--- src/rtl/constants_pkg.sv ---
// Shared encodings for the multiply unit.
// mul_op_t mirrors the RV32M funct3 low bits for MUL/MULH/MULHSU/MULHU.
package constants_pkg;

    typedef enum logic [1:0] {
        MUL    = 2'b00,
        MULH   = 2'b01,
        MULHSU = 2'b10,
        MULHU  = 2'b11
    } mul_op_t;

endpackage

--- src/rtl/structure_pkg.sv ---
// Inter-stage bundle for the multiply pipeline.
// Fields are sized for the widest supported config; users slice down.
package structure_pkg;

    import constants_pkg::*;

    localparam int MUL_XLEN_MAX = 64;
    localparam int MUL_TAG_MAX  = 8;
    localparam int MUL_PART_W   = 2 * MUL_XLEN_MAX + 2;

    typedef struct packed {
        logic                  valid;
        mul_op_t               op;
        logic [MUL_TAG_MAX-1:0] tag;
        logic [MUL_PART_W-1:0] partial;
    } mul_stage_t;

endpackage

--- src/rtl/mul_core_comb.sv ---
// Signed/unsigned (XLEN+1)x(XLEN+1) product, purely combinational.
// Ports: op (MUL*), a=rs1, b=rs2 -> product (2*XLEN+2 bits, two's complement).
module mul_core_comb
    import constants_pkg::*;
#(
    parameter int XLEN = 32
) (
    input  logic [1:0]        op,
    input  logic [XLEN-1:0]   a,
    input  logic [XLEN-1:0]   b,
    output logic [2*XLEN+1:0] product
);

    localparam int PW = 2 * XLEN + 2;

    logic                   a_signed;
    logic                   b_signed;
    logic signed [XLEN:0]   a_ext;
    logic signed [XLEN:0]   b_ext;
    logic signed [PW-1:0]   p;

    always_comb begin
        a_signed = (op == MULH) || (op == MULHSU);
        b_signed = (op == MULH);
        a_ext    = {a_signed & a[XLEN-1], a};
        b_ext    = {b_signed & b[XLEN-1], b};
        // Both operands sign-extend to PW; the PW-bit product is exact.
        p        = PW'(a_ext) * PW'(b_ext);
    end

    assign product = p;

endmodule

--- src/rtl/pipelined_mul_unit.sv ---
// Elastic RV M-extension multiplier: bubble-collapsing pipeline with
// writeback back-pressure, memory-stage freeze, flush/kill and hazard mask.
// Ports: clk, rst (async active-low); in_* request from decode with
// stall_out; out_* result to writeback with out_ready; flush, kill_all,
// stall_in control; busy and inflight_mask status.
module pipelined_mul_unit
    import constants_pkg::*;
    import structure_pkg::*;
#(
    parameter int XLEN   = 32,
    parameter int STAGES = 3,
    parameter int TAG_W  = 5
) (
    input  logic                  clk,
    input  logic                  rst,
    input  logic                  in_valid,
    input  logic [1:0]            in_op,
    input  logic [XLEN-1:0]       in_a,
    input  logic [XLEN-1:0]       in_b,
    input  logic [TAG_W-1:0]      in_tag,
    input  logic                  flush,
    input  logic                  kill_all,
    input  logic                  stall_in,
    input  logic                  out_ready,
    output logic                  out_valid,
    output logic [XLEN-1:0]       out_result,
    output logic [TAG_W-1:0]      out_tag,
    output logic                  stall_out,
    output logic                  busy,
    output logic [2**TAG_W-1:0]   inflight_mask
);

    localparam int S  = STAGES - 1;
    localparam int PW = 2 * XLEN + 2;

    mul_stage_t        stg [STAGES];
    mul_stage_t        ins;
    mul_stage_t        last;
    logic [STAGES-1:0] vld;
    logic [STAGES-1:0] adv;
    logic              accept;
    logic [PW-1:0]     product;
    logic              unused_last;

    mul_core_comb #(
        .XLEN    (XLEN)
    ) u_core (
        .op      (in_op),
        .a       (in_a),
        .b       (in_b),
        .product (product)
    );

    always_comb begin
        for (int s = 0; s < STAGES; s++) begin
            vld[s] = stg[s].valid;
        end
    end

    // Ready ripples back from the writeback port; a stage may move if the
    // next one is empty or is itself moving.
    always_comb begin
        logic nxt;
        adv    = '0;
        nxt    = vld[S] & out_ready;
        adv[S] = nxt;
        for (int s = S - 1; s >= 0; s--) begin
            nxt    = vld[s] & (!vld[s+1] | nxt);
            adv[s] = nxt;
        end
    end

    assign accept = in_valid & !flush & !kill_all & !stall_in
                  & (!vld[0] | adv[0]);

    assign stall_out = in_valid & !flush & !kill_all & !accept;

    always_comb begin
        ins         = '0;
        ins.valid   = 1'b1;
        ins.op      = mul_op_t'(in_op);
        ins.tag     = MUL_TAG_MAX'(in_tag);
        ins.partial = MUL_PART_W'(product);
    end

    always_ff @(posedge clk or negedge rst) begin
        if (!rst) begin
            for (int s = 0; s < STAGES; s++) begin
                stg[s] <= '0;
            end
        end else if (kill_all) begin
            for (int s = 0; s < STAGES; s++) begin
                stg[s].valid <= 1'b0;
            end
        end else if (!stall_in) begin
            for (int s = S; s >= 1; s--) begin
                if (adv[s-1]) begin
                    stg[s] <= stg[s-1];
                end else if (adv[s]) begin
                    stg[s].valid <= 1'b0;
                end
            end
            if (accept) begin
                stg[0] <= ins;
            end else if (adv[0]) begin
                stg[0].valid <= 1'b0;
            end
        end
    end

    assign last      = stg[S];
    assign out_valid = last.valid & !stall_in;
    assign out_tag   = last.tag[TAG_W-1:0];
    assign busy      = |vld;

    always_comb begin
        unique case (last.op)
            MUL:     out_result = last.partial[XLEN-1:0];
            default: out_result = last.partial[2*XLEN-1:XLEN];
        endcase
    end

    always_comb begin
        inflight_mask = '0;
        for (int s = 0; s < STAGES; s++) begin
            if (stg[s].valid && stg[s].tag[TAG_W-1:0] != '0) begin
                inflight_mask[stg[s].tag[TAG_W-1:0]] = 1'b1;
            end
        end
    end

    assign unused_last = ^last;

endmodule

--- config.mk ---
export PLATFORM = sky130hd
export DESIGN_NAME = pipelined_mul_unit
export DESIGN_NICKNAME = d
export VERILOG_FILES = /design/src/rtl/constants_pkg.sv /design/src/rtl/structure_pkg.sv /design/src/rtl/mul_core_comb.sv /design/src/rtl/pipelined_mul_unit.sv
export SDC_FILE = /design/constraint.sdc
export NUM_CORES = 2
export LEC_CHECK = 0
export CAP_MARGIN = 20
export CELL_PAD_IN_SITES_DETAIL_PLACEMENT = 0
export CELL_PAD_IN_SITES_GLOBAL_PLACEMENT = 2
export CORE_MARGIN = 3
export CORE_UTILIZATION = 30
export DETAILED_ROUTE_END_ITERATION = 7
export GPL_TIMING_DRIVEN = 0
export PLACE_DENSITY = 0.73
export SLEW_MARGIN = 15
export SYNTH_ARGS = -nofsm -noshare
export SYNTH_HDL_FRONTEND = slang
export SYNTH_SLANG_ARGS = --single-unit
--- constraint.sdc ---
create_clock -name clk -period 2.51 [get_ports clk]
set_input_delay 0.502 -clock clk [delete_from_list [all_inputs] [get_ports clk]]
set_output_delay 0.502 -clock clk [all_outputs]
set_load 0.05 [all_outputs]
==> results.txt <==
* Maximum clock path buffer count: 3
- Average cell area after synthesis: 9.388 µm²
- In the final layout, the share of cells above drive strength 1 is 20.22%.
* WP data arrival: 8.49 ns
- For this design, the slowest cell found on the critical path is sky130_fd_sc_hd__fa_2.
* Dpl cell area: 0.05289 mm²
- The initial utilization of the core area, before any placement, comes to 30.25%.
- The run finished, with violations left.
- Wire length of the first global-routing pass: 271,100 µm
- The number of global-route vias before repair was 38,350.
- Dpl ws: -7.515 ns
- Synthesis handed over a netlist of 5,039 instances.
- Clock-pin slew was measured on the worst setup and hold paths at 0.06 ns.
* Number of nets produced by synthesis: 6,455
- The floorplan step defined a die boundary enclosing 0.1625 mm².
- Unrepaired setup endpoints after global routing: true
- For flop-to-flop paths, the worst setup slack is -0.09 ns.
* Most instantiated flip-flop cell in the synthesis netlist: sky130_fd_sc_hd__dfrtp_1
- Area inside the core boundary: 0.1564 mm²
- The first detailed-routing pass ran for 6 iterations.
* Initial antenna violation count: 20
- Dividing the final minimum period by the clock period gives 323.7%.
- Hold violation total from the final report: 0
- Maximum Capacitance Violations: 0
- Beginning of the worst hold path: in_op[0]
- Clock period minus final worst setup slack: 8.125 ns
- STA classifies the critical path endpoint as a register.
- Via density: 4.813
- Routability-driven placement finished with a final weighted congestion of 0.9388.
- The number of pins with negative max-slew slack in the final report is 0.
- Routed via count: 35,830
- Post-synthesis sequential area ratio: 11.43%
* Worst min-delay path category: primary input to register
- Global router's overall resource usage: 23.12%
- Crit Reg-Reg Startpoint: last[140]
* Average routed wire per standard cell: 25.24 µm
- The worst pin sits at a relative slew slack of 45.91%.
- Maximum net fanout on the critical path: 7
- In the final design database the tool counted 6,782 nets.
- After legalization and detailed placement, the total HPWL measured 155,000 µm.
- 1st-iter DRT viols: 2,511
- Critical path class: primary input to register
- Pin count of the biggest net entering global routing: 80
* TritonCTS clock tree: done
- The final reports fail on negative setup slack.
- CTS placed an instance of sky130_fd_sc_hd__clkbuf_16 at the clock tree root.
- Synthesis inferred 216 register bits.
* Combined area of all synthesized cells: 0.04730 mm²
- The area growth from synthesis to layout is 23.11%.
- Boundary Pins: 150
* Type of origin of the critical path: primary input
* Cell total after placement: 7,251
- Post-route worst hold slack: 0.2773 ns
* Global route total overflow: 0
- The clock net in this run drives a total of 216 sinks.
* Cell Rows: 145
- Die X-Extent: 403.1 µm
* Top achievable clock speed: 123.1 MHz
- Hold path cells: 3
- Non-filler instance count after layout: 7,445
- Critical Path Max Stage Delay: 0.68 ns
* Crit-path most repeated cell: sky130_fd_sc_hd__fa_1
- Measured along the y axis, the die boundary spans 403.1 µm.
* Critical path data required time: 2.87 ns
- Unique cell type count in the Yosys netlist: 85
- Buffers inserted during clock tree synthesis total 23.
- For the final database, setup skew stands at 0.02136 ns.
* Final worst slack: -5.615 ns
- In this run the remaining antenna-violating nets after routing total 0.
- Setup violations remaining at the end of the flow were counted as 168.
- DRC violations left: 0
- Counting flops with a built-in enable in the synthesized netlist gives 0.
* End point of the worst hold path: stg[420]
- Depth of the most critical reg-to-reg path: 6
- The Yosys step of the flow raised 0 warnings.
- Pin slew with the least headroom to its limit: 0.8055 ns
* Final wirelength: 187,900 µm
- After routing the design area is 0.05823 mm².
- After synthesis, the share of flip-flops with an asynchronous set or reset is 100.0%.
- Worst flop-to-flop path endpoint: stg[141]
- CTS built an H-tree with a depth of 1.
- Quantity of I/O buffers inserted on ports: 142
- The later pin in the worst-skew pair is clocked with a latency of 0.50 ns.
==> sequential cells by signal (all words and copies together) (netlist names) <==
| signal | count |
|---|---|
| last | 67 |
| stg | 144 |
| out_tag | 5 |
==> per-stage QoR <==
step                TNS [ns]  utilization (%)
global placement    -2221.79            33.67
floorplan            -228.34                -
detailed placement   -452.62            33.82
CTS                  -289.68            36.22
global route         -293.78            37.23
finish               -264.08            37.24
==> cells in the mapped netlist (all sizes together) (3+ instances only) <==
master / number / area share (%)
dfrtp: 216 / 11
or3: 4 / 0.053
a21boi: 4 / 0.071
nor3: 19 / 0.21
a31oi: 9 / 0.12
xnor2: 50 / 0.93
or2: 10 / 0.14
nand2: 981 / 7.8
fa: 1125 / 48
nand3: 27 / 0.29
a41oi: 3 / 0.056
clkbuf: 254 / 2.0
a21o: 25 / 0.40
o211ai: 6 / 0.11
or4: 3 / 0.056
inv: 1188 / 9.4
mux2: 175 / 4.2
and2: 279 / 3.7
a2111oi: 3 / 0.082
and3: 8 / 0.11
o21a: 8 / 0.13
o21ai: 91 / 1.0
xor2: 25 / 0.46
nor2: 84 / 0.69
o31ai: 5 / 0.090
ha: 213 / 5.6
a221o: 14 / 0.30
buf: 20 / 0.25
nor2b: 12 / 0.16
a21oi: 71 / 0.80
nand4: 9 / 0.12
nor4: 3 / 0.053
o221ai: 3 / 0.056
a22oi: 19 / 0.30
a211oi: 9 / 0.16
o21bai: 12 / 0.19
nand2b: 21 / 0.28
==> final cells by class <==
class                           instances  area [µm²]
Timing Repair inverter                  1       6.256
Buffer                                267        3396
Clock inverter                          7       67.56
Fill cell                           15990       98150
Tap cell                             2058        2575
Timing Repair Buffer                  308        3152
Multi-Input combinational cell       3361       38460
Sequential cell                       216        5406
Inverter                             1188        4511
Antenna cell                            7       17.52
Clock buffer                           32       639.4
==> cell usage in the layout (no fill, tap or decap), drive strengths merged, types with 14 or more instances in the layout <==
cell / synthesis / layout
a21oi: 71 / 71
mux2: 175 / 175
buf: 20 / 294
nor3: 19 / 19
o21ai: 91 / 91
nand3: 27 / 27
nand2: 981 / 981
and2: 279 / 279
clkdlybuf4s50: 0 / 43
ha: 213 / 213
nor2: 84 / 84
dlygate4sd2: 0 / 29
nand2b: 21 / 21
clkbuf: 254 / 237
inv: 1188 / 1188
fa: 1125 / 1125
a221o: 14 / 14
a21o: 25 / 25
a22oi: 19 / 19
xor2: 25 / 25
xnor2: 50 / 50
dfrtp: 216 / 216
==> layer usage <==
layer	GRT usage (%)	wire [µm]	vias up
li1	-	-	15370
met1	30.70	76370	18910
met2	37.27	86310	1312
met3	5.639	17560	239
met4	7.162	7609	8
met5	0	50	-
==> kinds of logic (layout without fill, tap and decap cells) <==
group / Yosys count / count (layout) / synth area share, %
other: 1 / 8 / 0.007927
flip-flops: 216 / 216 / 11.43
AO/OA/AOI/OAI: 305 / 305 / 4.317
XOR/XNOR: 75 / 75 / 1.389
buffers and inverters: 1462 / 1803 / 11.70
AND/OR/NAND/NOR: 1467 / 1467 / 13.75
adder cells (fa/ha/maj): 1338 / 1338 / 53.24
multiplexers: 175 / 175 / 4.166
==> worst max-delay path, delay by kind of cell <==
kind | cells | cell delay, ns
AO/OA/AOI/OAI | 4 | 0.68
XOR/XNOR | 1 | 0.15
adder cells (fa/ha/maj) | 10 | 4.85
buffers and inverters | 10 | 1.01
AND/OR/NAND/NOR | 7 | 1.27
==> worst max path at each step <==
stage	from	to	depth (start not counted)
2_1_floorplan	in_op[1]	stg[343]	30
3_3_place_gp	rst	stg[306]	1
3_5_place_dp	in_b[10]	stg[340]	28
4_1_cts	in_op[1]	stg[342]	31
5_1_grt	in_op[1]	stg[343]	32
6_report	in_op[1]	stg[343]	32
==> what timing repair did <==
action	in CTS	in global routing
buffers inserted	85	64
cloned	4	2
gates resized for setup	910	427
endpoints found under the setup margin	206	206
hold buffers	1	0
pin swaps	89	182
endpoints found under the hold margin	63	0
Power is left out: the tool's default activity adds up to more than one toggle a clock period on the data nets, which glitch-free logic cannot reach.
